<file path="config.mk">
export PLATFORM = sky130hd
export DESIGN_NAME = mem_request_unit
export DESIGN_NICKNAME = d
export VERILOG_FILES = /design/src/rtl/mem_request_unit.sv
export SDC_FILE = /design/constraint.sdc
export NUM_CORES = 1
export LEC_CHECK = 0
export CORE_MARGIN = 3
export CORE_UTILIZATION = 41
export DETAILED_ROUTE_END_ITERATION = 6
export PLACE_DENSITY = 0.85
export SYNTH_ARGS = -nofsm -noshare
export SYNTH_HDL_FRONTEND = slang
export SYNTH_SLANG_ARGS = --single-unit
</file>
<file path="constraint.sdc">
create_clock -name clk -period 3.65 [get_ports clk]
set_input_delay 0.73 -clock clk [delete_from_list [all_inputs] [get_ports clk]]
set_output_delay 0.73 -clock clk [all_outputs]
set_load 0.03 [all_outputs]
</file>
<file path="src/rtl/mem_request_unit.sv">
// mem_request_unit: CPU-to-memory-controller request FSM; define MEM_TIMEOUT_EN to bound the controller wait with a TIMEOUT-cycle limit.
module mem_request_unit #(
  parameter int DWIDTH = 32,
  parameter int AWIDTH = 8,
  parameter int TIMEOUT = 64
) (
  input  logic              clk,
  input  logic              reset,
  input  logic              cpu_req,
  input  logic              cpu_we,
  input  logic [31:0]       cpu_addr,
  input  logic [DWIDTH-1:0] cpu_wdata,
  output logic [DWIDTH-1:0] cpu_rdata,
  output logic              cpu_ack,
  output logic              cpu_err,
  output logic              cpu_busy,
  output logic [AWIDTH-1:0] mem_addr,
  output logic              mem_rw,
  output logic              mem_valid,
  input  logic              mem_ready,
  output logic [DWIDTH-1:0] mem_wdata,
  output logic              mem_wdata_oe,
  input  logic [DWIDTH-1:0] mem_rdata
);
  typedef enum logic [2:0] {IDLE, ISSUE, WAIT_BUSY, WAIT_READY, DONE, ERR} state_t;
  state_t state;
  logic addr_ok;
  logic tmo;
  if (TIMEOUT < 1) begin : g_bad_timeout
    $error("TIMEOUT must be at least 1");
  end
  assign addr_ok = cpu_addr[1:0] == 2'b00 && (cpu_addr >> (AWIDTH + 2)) == 32'd0;
`ifdef MEM_TIMEOUT_EN
  localparam int CW = $clog2(TIMEOUT + 1);
  logic [CW-1:0] cnt;
  always_ff @(posedge clk)
    if (reset || state == ISSUE) cnt <= '0;
    else if (state == WAIT_BUSY || state == WAIT_READY) cnt <= cnt + 1'b1;
  assign tmo = (state == WAIT_BUSY || state == WAIT_READY) && cnt == CW'(TIMEOUT - 1);
`else
  assign tmo = 1'b0;
`endif
  always_ff @(posedge clk)
    if (reset) begin
      state        <= IDLE;
      cpu_rdata    <= '0;
      cpu_ack      <= 1'b0;
      cpu_err      <= 1'b0;
      cpu_busy     <= 1'b0;
      mem_valid    <= 1'b0;
      mem_rw       <= 1'b1;
      mem_addr     <= '0;
      mem_wdata    <= '0;
      mem_wdata_oe <= 1'b0;
    end else begin
      case (state)
        IDLE:
          if (cpu_req && mem_ready) begin
            cpu_busy <= 1'b1;
            if (addr_ok) begin
              state        <= ISSUE;
              mem_valid    <= 1'b1;
              mem_addr     <= cpu_addr[AWIDTH+1:2];
              mem_rw       <= ~cpu_we;
              mem_wdata    <= cpu_wdata;
              mem_wdata_oe <= cpu_we;
            end else begin
              state   <= ERR;
              cpu_err <= 1'b1;
            end
          end
        ISSUE: begin
          state     <= WAIT_BUSY;
          mem_valid <= 1'b0;
        end
        WAIT_BUSY:
          if (tmo) begin
            state        <= ERR;
            cpu_err      <= 1'b1;
            mem_wdata_oe <= 1'b0;
          end else if (!mem_ready) state <= WAIT_READY;
        WAIT_READY:
          if (mem_ready) begin
            state        <= DONE;
            cpu_ack      <= 1'b1;
            mem_wdata_oe <= 1'b0;
            if (mem_rw) cpu_rdata <= mem_rdata;
          end else if (tmo) begin
            state        <= ERR;
            cpu_err      <= 1'b1;
            mem_wdata_oe <= 1'b0;
          end
        DONE: begin
          state    <= IDLE;
          cpu_ack  <= 1'b0;
          cpu_busy <= 1'b0;
        end
        ERR: begin
          state    <= IDLE;
          cpu_err  <= 1'b0;
          cpu_busy <= 1'b0;
        end
        default: state <= IDLE;
      endcase
    end
endmodule

</file>
==> results of run 1 <==
-- layout make-up --
cell class	count	area [µm²]
Fill cell	574	2190
Timing Repair Buffer	186	1850
Sequential cell	81	1620
Multi-Input combinational cell	256	1340
Clock buffer	12	145
Tap cell	99	124
Clock inverter	4	51.3
Inverter	3	11.3
-- per-layer routing --
metal | vias to the layer above | global-route usage | share of wire
met5 | - | 0 | 0
met4 | 0 | 0.0758 | 0.017
met3 | 12 | 0.0563 | 0.079
met2 | 164 | 0.396 | 0.50
met1 | 1593 | 0.279 | 0.40
li1 | 1667 | - | -
-- sequential cells by signal, indices dropped and copies added (netlist names) --
name / count
cpu_rdata: 32
cpu_err: 1
cpu_ack: 1
mem_valid: 1
mem_rw: 1
mem_wdata_oe: 1
state: 3
mem_wdata: 32
cpu_busy: 1
mem_addr: 8
-- synthesized netlist by cell type (2+ instances only) --
library cell   n
dfxtp_1       81
a21oi_1       75
nand2_1       66
o21ai_0       43
nand4_1       41
clkbuf_1      27
buf_2          9
nor4_1         6
buf_4          4
nor2_1         4
inv_1          3
a211oi_1       2
a31oi_1        2
and2_1         2
-- path summary, 6_finish.rpt --
check	start	endpoint
worst max-delay path	cpu_addr[13]	mem_wdata[27]
worst min-delay path	cpu_rdata[7]	cpu_rdata[7]
worst max register to register	state[1]	mem_wdata[27]
worst min register to register	cpu_rdata[7]	cpu_rdata[7]
-- where the power goes --
group	total (mW)	internal [mW]	switching, mW	leakage (nW)
sequential	0.893	0.888	0.00513	0.653
clock	0.646	0.337	0.309	0.0970
combinational	0.171	0.110	0.0605	0.947
-- logic make-up (layout without fill, tap and decap cells) --
family / after synthesis / in the layout / synth area share
AO/OA/AOI/OAI: 127 / 127 / 0.210
buffers and inverters: 43 / 205 / 0.0597
flip-flops: 81 / 81 / 0.516
AND/OR/NAND/NOR: 129 / 129 / 0.215
-- worst max-delay path, cell delays in order --
cell and delay, ns:
clkdlybuf4s50_1 0.40, nor4_1 0.59, and2b_2 0.64, buf_4 0.31, nand4_1 0.12, a21oi_1 0.18
-- stage by stage --
| step | instances | instance area [µm²] | power [mW] | setup WS, ns |
|---|---|---|---|---|
| floorplan | 380 | 3150 | 0.958 | 1.48 |
| global placement | 625 | 4940 | 1.08 | 0.778 |
| detailed placement | 625 | 4940 | 1.08 | 0.612 |
| CTS | 641 | 5140 | 1.73 | 0.954 |
| global route | 641 | 5140 | 1.78 | 0.846 |
| finish | 641 | 5140 | 1.71 | 0.908 |
==> impl_metrics.xml, run 1 <==
<?xml version="1.0" encoding="UTF-8"?>
<metrics>
  <group name="setup_path">
    <metric name="worst_setup_path_end_kind" unit="">register</metric>
    <metric name="setup.reg_to_reg.worst_slack" unit="ns">1.65</metric>
    <metric name="crit_type" unit="">in2reg</metric>
    <metric name="timing.critical_path.fanout_max" unit="">29</metric>
    <metric name="critical_path_required" unit="ns">3.89</metric>
    <metric name="setup.worst_path.start_class" unit="">input port</metric>
    <metric name="cp.arrival" unit="ns">2.98</metric>
    <metric name="r2r_cells" unit="">5</metric>
  </group>
  <group name="clock_network">
    <metric name="clock_tree.buffer_depth" unit="">2</metric>
    <metric name="clock-sinks" unit="">81</metric>
    <metric name="path_clk_slew" unit="ns">0.08</metric>
    <metric name="cts_root_buf" unit="">clkbuf_8</metric>
    <metric name="cts_tree" unit="">yes</metric>
    <metric name="cts-hold-fix-buffers" unit="">0</metric>
    <metric name="clkLatencyLatePin" unit="ns">0.33</metric>
    <metric name="cts_resized" unit="">0</metric>
    <metric name="post-cts-setup-buffer-count" unit="">0</metric>
    <metric name="cts_buffers" unit="">9</metric>
    <metric name="cts_max_level" unit="">3</metric>
  </group>
  <group name="grt">
    <metric name="global_route.overflow_total" unit="">0</metric>
    <metric name="grt_max_degree" unit="">48</metric>
    <metric name="vias_in_the_first_global_route" unit="">3355</metric>
    <metric name="grt_antenna_before_repair" unit="">0</metric>
    <metric name="grt_pass1_wl" unit="µm">16100</metric>
    <metric name="track_usage" unit="">0.229</metric>
  </group>
  <group name="power_and_ir_drop">
    <metric name="p_leak" unit="nW">1.70</metric>
    <metric name="power_density_normalized_to_cell_area" unit="nW/µm²">333</metric>
    <metric name="vdd.ir_drop.worst" unit="V">0.000229</metric>
  </group>
  <group name="finish">
    <metric name="mostFrequentLayoutCell" unit="">clkdlybuf4s50_1</metric>
    <metric name="syn2layout_area_growth" unit="%">63.4</metric>
    <metric name="finalCoreUtilization" unit="">0.701</metric>
    <metric name="post_route_cells_drive_above_1_share" unit="">0.0517</metric>
    <metric name="final_nets" unit="">638</metric>
    <metric name="antennaDiodeCount" unit="">0</metric>
    <metric name="final_cell_mix" unit="">177 x clkdlybuf4s50_1, 81 x dfxtp_1, 75 x a21oi_1, 66 x nand2_1, 43 x o21ai_0</metric>
  </group>
  <group name="detailed_routing">
    <metric name="route.detailed.vias_per_inst" unit="">5.36</metric>
    <metric name="wl_per_cell" unit="µm">16.1</metric>
    <metric name="wl" unit="µm">10300</metric>
    <metric name="drtAntennaViolNets" unit="">0</metric>
    <metric name="vias" unit="">3436</metric>
    <metric name="detail_route.first_pass.iterations" unit="">4</metric>
    <metric name="first_iter_violations" unit="">105</metric>
    <metric name="drcViolationCount" unit="">0</metric>
  </group>
  <group name="die">
    <metric name="core.rowCount" unit="">31</metric>
    <metric name="fp.coreArea" unit="µm²">7330</metric>
    <metric name="io-pin-count" unit="">179</metric>
    <metric name="chipWidth" unit="µm">93.6</metric>
    <metric name="dieArea" unit="µm²">8760</metric>
    <metric name="die_height" unit="µm">93.6</metric>
    <metric name="floorplan.initialDensity" unit="">0.429</metric>
  </group>
  <group name="yosys">
    <metric name="ys_types" unit="">29</metric>
    <metric name="synth-edff-count" unit="">0</metric>
    <metric name="synthesis.area" unit="µm²">3150</metric>
    <metric name="number_of_storage_elements_in_the_synthesis_netlist" unit="">81</metric>
    <metric name="ys_seq_area_frac" unit="">0.516</metric>
    <metric name="post_syn_area_per_cell" unit="µm²">8.28</metric>
    <metric name="synthesis.instances" unit="">380</metric>
    <metric name="synth_largest_type_area_fraction" unit="">0.516</metric>
    <metric name="yosysTopAreaCell" unit="">dfxtp_1</metric>
    <metric name="ys_async_sr_fraction" unit="">0</metric>
    <metric name="synth.net_count" unit="">481</metric>
    <metric name="synth_top_cells_by_area" unit="">dfxtp_1 52%, a21oi_1 12%, nand4_1 8.2%</metric>
    <metric name="synth_top_flop_cell" unit="">dfxtp_1</metric>
    <metric name="ys.warnings.count" unit="">0</metric>
  </group>
  <group name="timing">
    <metric name="rsz0062_at_grt" unit="">no</metric>
    <metric name="final-hold-violation-count" unit="">0</metric>
    <metric name="final_critical_delay_including_setup_and_external_delays" unit="ns">2.74</metric>
    <metric name="max_clock_freq" unit="GHz">0.365</metric>
    <metric name="finalMaxSlewViolations" unit="">0</metric>
    <metric name="hold_slack" unit="ns">0.456</metric>
    <metric name="worst-slew-pin-transition" unit="ns">1.03</metric>
    <metric name="slew_headroom" unit="">0.309</metric>
    <metric name="clock_skew" unit="ns">0.0144</metric>
    <metric name="totalNegativeSetupSlack" unit="ns">0</metric>
    <metric name="final.period_utilization" unit="">0.751</metric>
    <metric name="setup_viol" unit="">0</metric>
  </group>
  <group name="job">
    <metric name="cap_viol_max_count" unit="">0</metric>
  </group>
  <group name="worst_hold_path">
    <metric name="hold_path.class" unit="">reg2reg</metric>
    <metric name="worst_hold_path.num_cells" unit="">2</metric>
  </group>
  <group name="run_status">
    <metric name="outcome" unit="">finished clean</metric>
  </group>
  <group name="placement">
    <metric name="dp.final_hpwl" unit="µm">7390</metric>
    <metric name="gp_routability_congestion" unit="">0.784</metric>
    <metric name="portBuffers" unit="">178</metric>
  </group>
</metrics>
Note: power is estimated with default switching activity, not from simulation.
==> run 2: changes to the inputs <==
--- a/config.mk
+++ b/config.mk
@@ -6,9 +6,9 @@
 export NUM_CORES = 1
 export LEC_CHECK = 0
 export CORE_MARGIN = 3
-export CORE_UTILIZATION = 41
+export CORE_UTILIZATION = 34
 export DETAILED_ROUTE_END_ITERATION = 6
-export PLACE_DENSITY = 0.85
+export PLACE_DENSITY = 0.76
 export SYNTH_ARGS = -nofsm -noshare
 export SYNTH_HDL_FRONTEND = slang
 export SYNTH_SLANG_ARGS = --single-unit
==> constraint.sdc (replaced) <==
create_clock -name clk -period 2.3 [get_ports clk]
set_input_delay 0.46 -clock clk [delete_from_list [all_inputs] [get_ports clk]]
set_output_delay 0.46 -clock clk [all_outputs]
set_load 0.03 [all_outputs]
==> impl_metrics.xml, run 2 (synthesis gave the netlist of run 1 again) <==
<?xml version="1.0" encoding="UTF-8"?>
<metrics>
  <group name="setup_path">
    <metric name="crit_path_cell_trace" unit="">clkdlybuf4s50_1 -&gt; or4_4 -&gt; nand4b_4 -&gt; buf_4 -&gt; o21ai_0 -&gt; a21oi_1</metric>
    <metric name="setup.worst_path.start_class" unit="">input port</metric>
    <metric name="cp_slowest_cell" unit="">or4_4</metric>
    <metric name="timing.critical_path.fanout_max" unit="">41</metric>
    <metric name="crit_type" unit="">in2reg</metric>
    <metric name="crit_buf_inv" unit="">2</metric>
    <metric name="cpLargestDelayFamily" unit="">simple AND/OR/NAND/NOR gates</metric>
    <metric name="worst_setup_path_end_kind" unit="">register</metric>
    <metric name="timing.critical_path.slowest_cell_delay" unit="ns">0.55</metric>
    <metric name="critical_path_required" unit="ns">2.51</metric>
    <metric name="cp.arrival" unit="ns">2.18</metric>
  </group>
  <group name="clock_network">
    <metric name="clkLatencyLatePin" unit="ns">0.34</metric>
    <metric name="cts_root_buf" unit="">clkbuf_8</metric>
    <metric name="path_clk_slew" unit="ns">0.09</metric>
    <metric name="cts-hold-fix-buffers" unit="">0</metric>
    <metric name="cts_resized" unit="">0</metric>
    <metric name="clock-sinks" unit="">81</metric>
    <metric name="cts_tree" unit="">yes</metric>
    <metric name="clock_tree.buffer_depth" unit="">2</metric>
    <metric name="cts_buffers" unit="">9</metric>
    <metric name="post-cts-setup-buffer-count" unit="">0</metric>
    <metric name="cts_max_level" unit="">3</metric>
  </group>
  <group name="detailed_routing">
    <metric name="drtAntennaViolNets" unit="">0</metric>
    <metric name="vias" unit="">3471</metric>
    <metric name="route.detailed.vias_per_inst" unit="">5.28</metric>
    <metric name="wl" unit="µm">10400</metric>
    <metric name="drcViolationCount" unit="">0</metric>
    <metric name="wl_per_cell" unit="µm">15.8</metric>
    <metric name="first_iter_violations" unit="">90</metric>
    <metric name="detail_route.first_pass.iterations" unit="">6</metric>
  </group>
  <group name="placement">
    <metric name="dp.final_hpwl" unit="µm">7450</metric>
    <metric name="gp_routability_congestion" unit="">0.793</metric>
    <metric name="placed_cell_area" unit="µm²">5040</metric>
    <metric name="dp.cells" unit="">641</metric>
    <metric name="portBuffers" unit="">178</metric>
    <metric name="detailedPlace.worstSlack" unit="ns">-0.0352</metric>
  </group>
  <group name="timing">
    <metric name="postLayoutSetupSlackWorst" unit="ns">0.332</metric>
    <metric name="worst-slew-pin-transition" unit="ns">0.493</metric>
    <metric name="final_critical_delay_including_setup_and_external_delays" unit="ns">1.97</metric>
    <metric name="max_clock_freq" unit="GHz">0.508</metric>
    <metric name="slew_headroom" unit="">0.671</metric>
    <metric name="hold_slack" unit="ns">0.454</metric>
    <metric name="final-hold-violation-count" unit="">0</metric>
    <metric name="clock_skew" unit="ns">0.00780</metric>
    <metric name="totalNegativeSetupSlack" unit="ns">0</metric>
    <metric name="finalMaxSlewViolations" unit="">0</metric>
    <metric name="final.period_utilization" unit="">0.856</metric>
    <metric name="setup_viol" unit="">0</metric>
    <metric name="rsz0062_at_grt" unit="">no</metric>
  </group>
  <group name="die">
    <metric name="core.rowCount" unit="">34</metric>
    <metric name="io-pin-count" unit="">179</metric>
    <metric name="chipWidth" unit="µm">102</metric>
    <metric name="dieArea" unit="µm²">10400</metric>
    <metric name="fp.coreArea" unit="µm²">8850</metric>
    <metric name="floorplan.initialDensity" unit="">0.355</metric>
    <metric name="die_height" unit="µm">102</metric>
  </group>
  <group name="finish">
    <metric name="finalCoreUtilization" unit="">0.593</metric>
    <metric name="antennaDiodeCount" unit="">0</metric>
    <metric name="post_route_cells_drive_above_1_share" unit="">0.0674</metric>
    <metric name="final_cell_mix" unit="">177 x clkdlybuf4s50_1, 81 x dfxtp_1, 75 x a21oi_1, 66 x nand2_1, 43 x o21ai_0</metric>
    <metric name="final_cells" unit="">657</metric>
    <metric name="mostFrequentLayoutCell" unit="">clkdlybuf4s50_1</metric>
    <metric name="design_area" unit="µm²">5250</metric>
    <metric name="biggestRegsByFlops" unit="">cpu_rdata x32, mem_wdata x32, mem_addr x8</metric>
    <metric name="syn2layout_area_growth" unit="%">66.7</metric>
    <metric name="final_nets" unit="">645</metric>
  </group>
  <group name="power_and_ir_drop">
    <metric name="finalPower" unit="mW">2.76</metric>
    <metric name="p_leak" unit="nW">1.75</metric>
    <metric name="power_density_normalized_to_cell_area" unit="nW/µm²">525</metric>
    <metric name="vdd.ir_drop.worst" unit="V">0.000352</metric>
  </group>
  <group name="worst_hold_path">
    <metric name="hold_path.class" unit="">in2reg</metric>
  </group>
  <group name="grt">
    <metric name="global_route.overflow_total" unit="">0</metric>
    <metric name="grt_antenna_before_repair" unit="">0</metric>
    <metric name="grt_max_degree" unit="">48</metric>
    <metric name="grt_pass1_wl" unit="µm">16200</metric>
    <metric name="track_usage" unit="">0.191</metric>
    <metric name="vias_in_the_first_global_route" unit="">3422</metric>
  </group>
  <group name="job">
    <metric name="cap_viol_max_count" unit="">0</metric>
  </group>
  <group name="run_status">
    <metric name="outcome" unit="">finished clean</metric>
  </group>
</metrics>
-- run 2: layout make-up --
class / instances / area (µm²)
Clock buffer: 9 / 124
Timing Repair Buffer: 193 / 1940
Fill cell: 797 / 3600
Inverter: 3 / 11.3
Sequential cell: 81 / 1620
Multi-Input combinational cell: 256 / 1340
Clock inverter: 7 / 77.6
Tap cell: 108 / 135
-- run 2: worst paths after layout --
path,start,end,slack [ns],depth (start not counted)
min,reset,mem_wdata_oe,0.45,3
max reg2reg,state[1],mem_wdata_oe,0.50,5
max,cpu_addr[12],mem_wdata[22],0.33,6
min reg2reg,cpu_rdata[7],cpu_rdata[7],0.46,2
-- run 2: worst register-to-register path, stage by stage, from the launching register on --
cell and delay, ns:
dfxtp_1 0.49, and4bb_2 0.33, nand4b_4 0.11, buf_4 0.36, nor2_1 0.10, o41ai_1 0.30
-- run 2: per-layer routing --
metal / GRT usage / part of all wire
met5: 0 / 0
met4: 0.0565 / 0.020
met3: 0.0539 / 0.076
met2: 0.319 / 0.49
met1: 0.240 / 0.41
-- run 2: power breakdown --
group | switching (mW) | internal [mW] | total (mW)
combinational | 0.0967 | 0.180 | 0.277
sequential | 0.00882 | 1.41 | 1.42
clock | 0.546 | 0.514 | 1.06
==> run 3: changes to the inputs <==
--- a/config.mk
+++ b/config.mk
@@ -6,9 +6,9 @@
 export NUM_CORES = 1
 export LEC_CHECK = 0
 export CORE_MARGIN = 3
-export CORE_UTILIZATION = 34
+export CORE_UTILIZATION = 41
 export DETAILED_ROUTE_END_ITERATION = 6
-export PLACE_DENSITY = 0.76
+export PLACE_DENSITY = 0.85
 export SYNTH_ARGS = -nofsm -noshare
 export SYNTH_HDL_FRONTEND = slang
 export SYNTH_SLANG_ARGS = --single-unit
==> constraint.sdc (replaced) <==
create_clock -name clk -period 2.4 [get_ports clk]
set_input_delay 0.48 -clock clk [delete_from_list [all_inputs] [get_ports clk]]
set_output_delay 0.48 -clock clk [all_outputs]
set_load 0.03 [all_outputs]
==> impl_metrics.xml, run 3 (synthesis gave the netlist of run 1 again) <==
<?xml version="1.0" encoding="UTF-8"?>
<metrics>
  <group name="run_status">
    <metric name="outcome" unit="">finished clean</metric>
  </group>
  <group name="die">
    <metric name="die_height" unit="µm">93.6</metric>
    <metric name="core.rowCount" unit="">31</metric>
    <metric name="floorplan.initialDensity" unit="">0.429</metric>
    <metric name="fp.coreArea" unit="µm²">7330</metric>
    <metric name="dieArea" unit="µm²">8760</metric>
    <metric name="chipWidth" unit="µm">93.6</metric>
    <metric name="io-pin-count" unit="">179</metric>
  </group>
  <group name="timing">
    <metric name="totalNegativeSetupSlack" unit="ns">0</metric>
    <metric name="worst-slew-pin-transition" unit="ns">0.558</metric>
    <metric name="clock_skew" unit="ns">0.00921</metric>
    <metric name="max_clock_freq" unit="GHz">0.483</metric>
    <metric name="final.period_utilization" unit="">0.863</metric>
    <metric name="setup_viol" unit="">0</metric>
    <metric name="rsz0062_at_grt" unit="">no</metric>
    <metric name="final-hold-violation-count" unit="">0</metric>
    <metric name="slew_headroom" unit="">0.628</metric>
    <metric name="finalMaxSlewViolations" unit="">0</metric>
    <metric name="final_critical_delay_including_setup_and_external_delays" unit="ns">2.07</metric>
    <metric name="hold_slack" unit="ns">0.456</metric>
  </group>
  <group name="detailed_routing">
    <metric name="route.detailed.vias_per_inst" unit="">5.41</metric>
    <metric name="detail_route.first_pass.iterations" unit="">4</metric>
    <metric name="wl" unit="µm">10200</metric>
    <metric name="drcViolationCount" unit="">0</metric>
    <metric name="drtAntennaViolNets" unit="">0</metric>
    <metric name="first_iter_violations" unit="">123</metric>
    <metric name="vias" unit="">3514</metric>
    <metric name="wl_per_cell" unit="µm">15.8</metric>
  </group>
  <group name="clock_network">
    <metric name="cts_resized" unit="">0</metric>
    <metric name="clkLatencyLatePin" unit="ns">0.34</metric>
    <metric name="clock-sinks" unit="">81</metric>
    <metric name="clock_tree.buffer_depth" unit="">2</metric>
    <metric name="cts_max_level" unit="">3</metric>
    <metric name="cts_root_buf" unit="">clkbuf_8</metric>
    <metric name="cts_buffers" unit="">9</metric>
    <metric name="cts-hold-fix-buffers" unit="">0</metric>
    <metric name="post-cts-setup-buffer-count" unit="">0</metric>
    <metric name="cts_tree" unit="">yes</metric>
    <metric name="path_clk_slew" unit="ns">0.08</metric>
  </group>
  <group name="setup_path">
    <metric name="critical_path_required" unit="ns">2.60</metric>
    <metric name="startpoint" unit="">cpu_addr[0]</metric>
    <metric name="setup.worst_path.start_class" unit="">input port</metric>
    <metric name="timing.critical_path.fanout_max" unit="">41</metric>
    <metric name="cp.arrival" unit="ns">2.27</metric>
    <metric name="worst_r2r_startpoint" unit="">state[1]</metric>
    <metric name="crit_type" unit="">in2reg</metric>
    <metric name="worst_setup_path_end_kind" unit="">register</metric>
  </group>
  <group name="placement">
    <metric name="gp_routability_congestion" unit="">0.799</metric>
    <metric name="dp.final_hpwl" unit="µm">7390</metric>
    <metric name="portBuffers" unit="">178</metric>
    <metric name="dp.cells" unit="">634</metric>
  </group>
  <group name="grt">
    <metric name="track_usage" unit="">0.235</metric>
    <metric name="global_route.overflow_total" unit="">0</metric>
    <metric name="grt_pass1_wl" unit="µm">16500</metric>
    <metric name="grt_antenna_before_repair" unit="">0</metric>
    <metric name="vias_in_the_first_global_route" unit="">3433</metric>
    <metric name="grt_max_degree" unit="">57</metric>
  </group>
  <group name="worst_hold_path">
    <metric name="hold_path.class" unit="">reg2reg</metric>
    <metric name="min_from" unit="">cpu_rdata[14]</metric>
  </group>
  <group name="finish">
    <metric name="final_cells" unit="">649</metric>
    <metric name="finalCoreUtilization" unit="">0.708</metric>
    <metric name="syn2layout_area_growth" unit="%">65.1</metric>
    <metric name="final_nets" unit="">647</metric>
    <metric name="antennaDiodeCount" unit="">0</metric>
    <metric name="post_route_cells_drive_above_1_share" unit="">0.0691</metric>
    <metric name="mostFrequentLayoutCell" unit="">clkdlybuf4s50_1</metric>
    <metric name="biggestRegsByFlops" unit="">cpu_rdata x32, mem_wdata x32, mem_addr x8</metric>
    <metric name="final_cell_mix" unit="">177 x clkdlybuf4s50_1, 81 x dfxtp_1, 75 x a21oi_1, 66 x nand2_1, 43 x o21ai_0</metric>
  </group>
  <group name="power_and_ir_drop">
    <metric name="p_leak" unit="nW">1.73</metric>
    <metric name="finalPower" unit="mW">2.49</metric>
    <metric name="power_density_normalized_to_cell_area" unit="nW/µm²">480</metric>
    <metric name="vdd.ir_drop.worst" unit="V">0.000322</metric>
  </group>
  <group name="job">
    <metric name="cap_viol_max_count" unit="">0</metric>
  </group>
</metrics>
[run 3: path summary, 6_finish.rpt]
check | end | slack [ns] | cells past startpoint
setup / recovery | mem_wdata[25] | 0.33 | 6
hold / removal | cpu_rdata[14] | 0.46 | 2
setup reg to reg | mem_wdata[25] | 0.72 | 5
hold reg to reg | cpu_rdata[14] | 0.46 | 2
[run 3: report_power, final]
part	internal, mW	switching (mW)
registers	1.35	0.00813
clock network	0.394	0.478
logic	0.168	0.0915
total	1.91	0.577
[run 3: per-layer routing]
layer	track usage	up-vias	wire length [µm]
met5	0	-	0
met4	0.0963	0	272
met3	0.0724	24	997
met2	0.380	177	4970
met1	0.292	1628	3980
li1	-	1685	-
[run 3: critical path, cell delays in order]
cell and delay (ns):
clkdlybuf4s50_1 0.41, nor4_1 0.41, nand4_1 0.25, buf_4 0.32, o21ai_0 0.27, a21oi_1 0.11
[run 3: layout make-up]
class | count | area [µm²]
Fill cell | 526 | 2140
Timing Repair Buffer | 195 | 1930
Sequential cell | 81 | 1620
Multi-Input combinational cell | 256 | 1340
Clock buffer | 10 | 138
Tap cell | 99 | 124
Clock inverter | 5 | 32.5
Inverter | 3 | 11.3
[run 3: through the flow]
step | worst slack [ns] | area (µm²)
2_1_floorplan | 0.484 | 3150
3_3_place_gp | 0.0561 | 5020
3_5_place_dp | 0.00970 | 5020
4_1_cts | 0.380 | 5190
5_1_grt | 0.173 | 5190
6_report | 0.330 | 5190
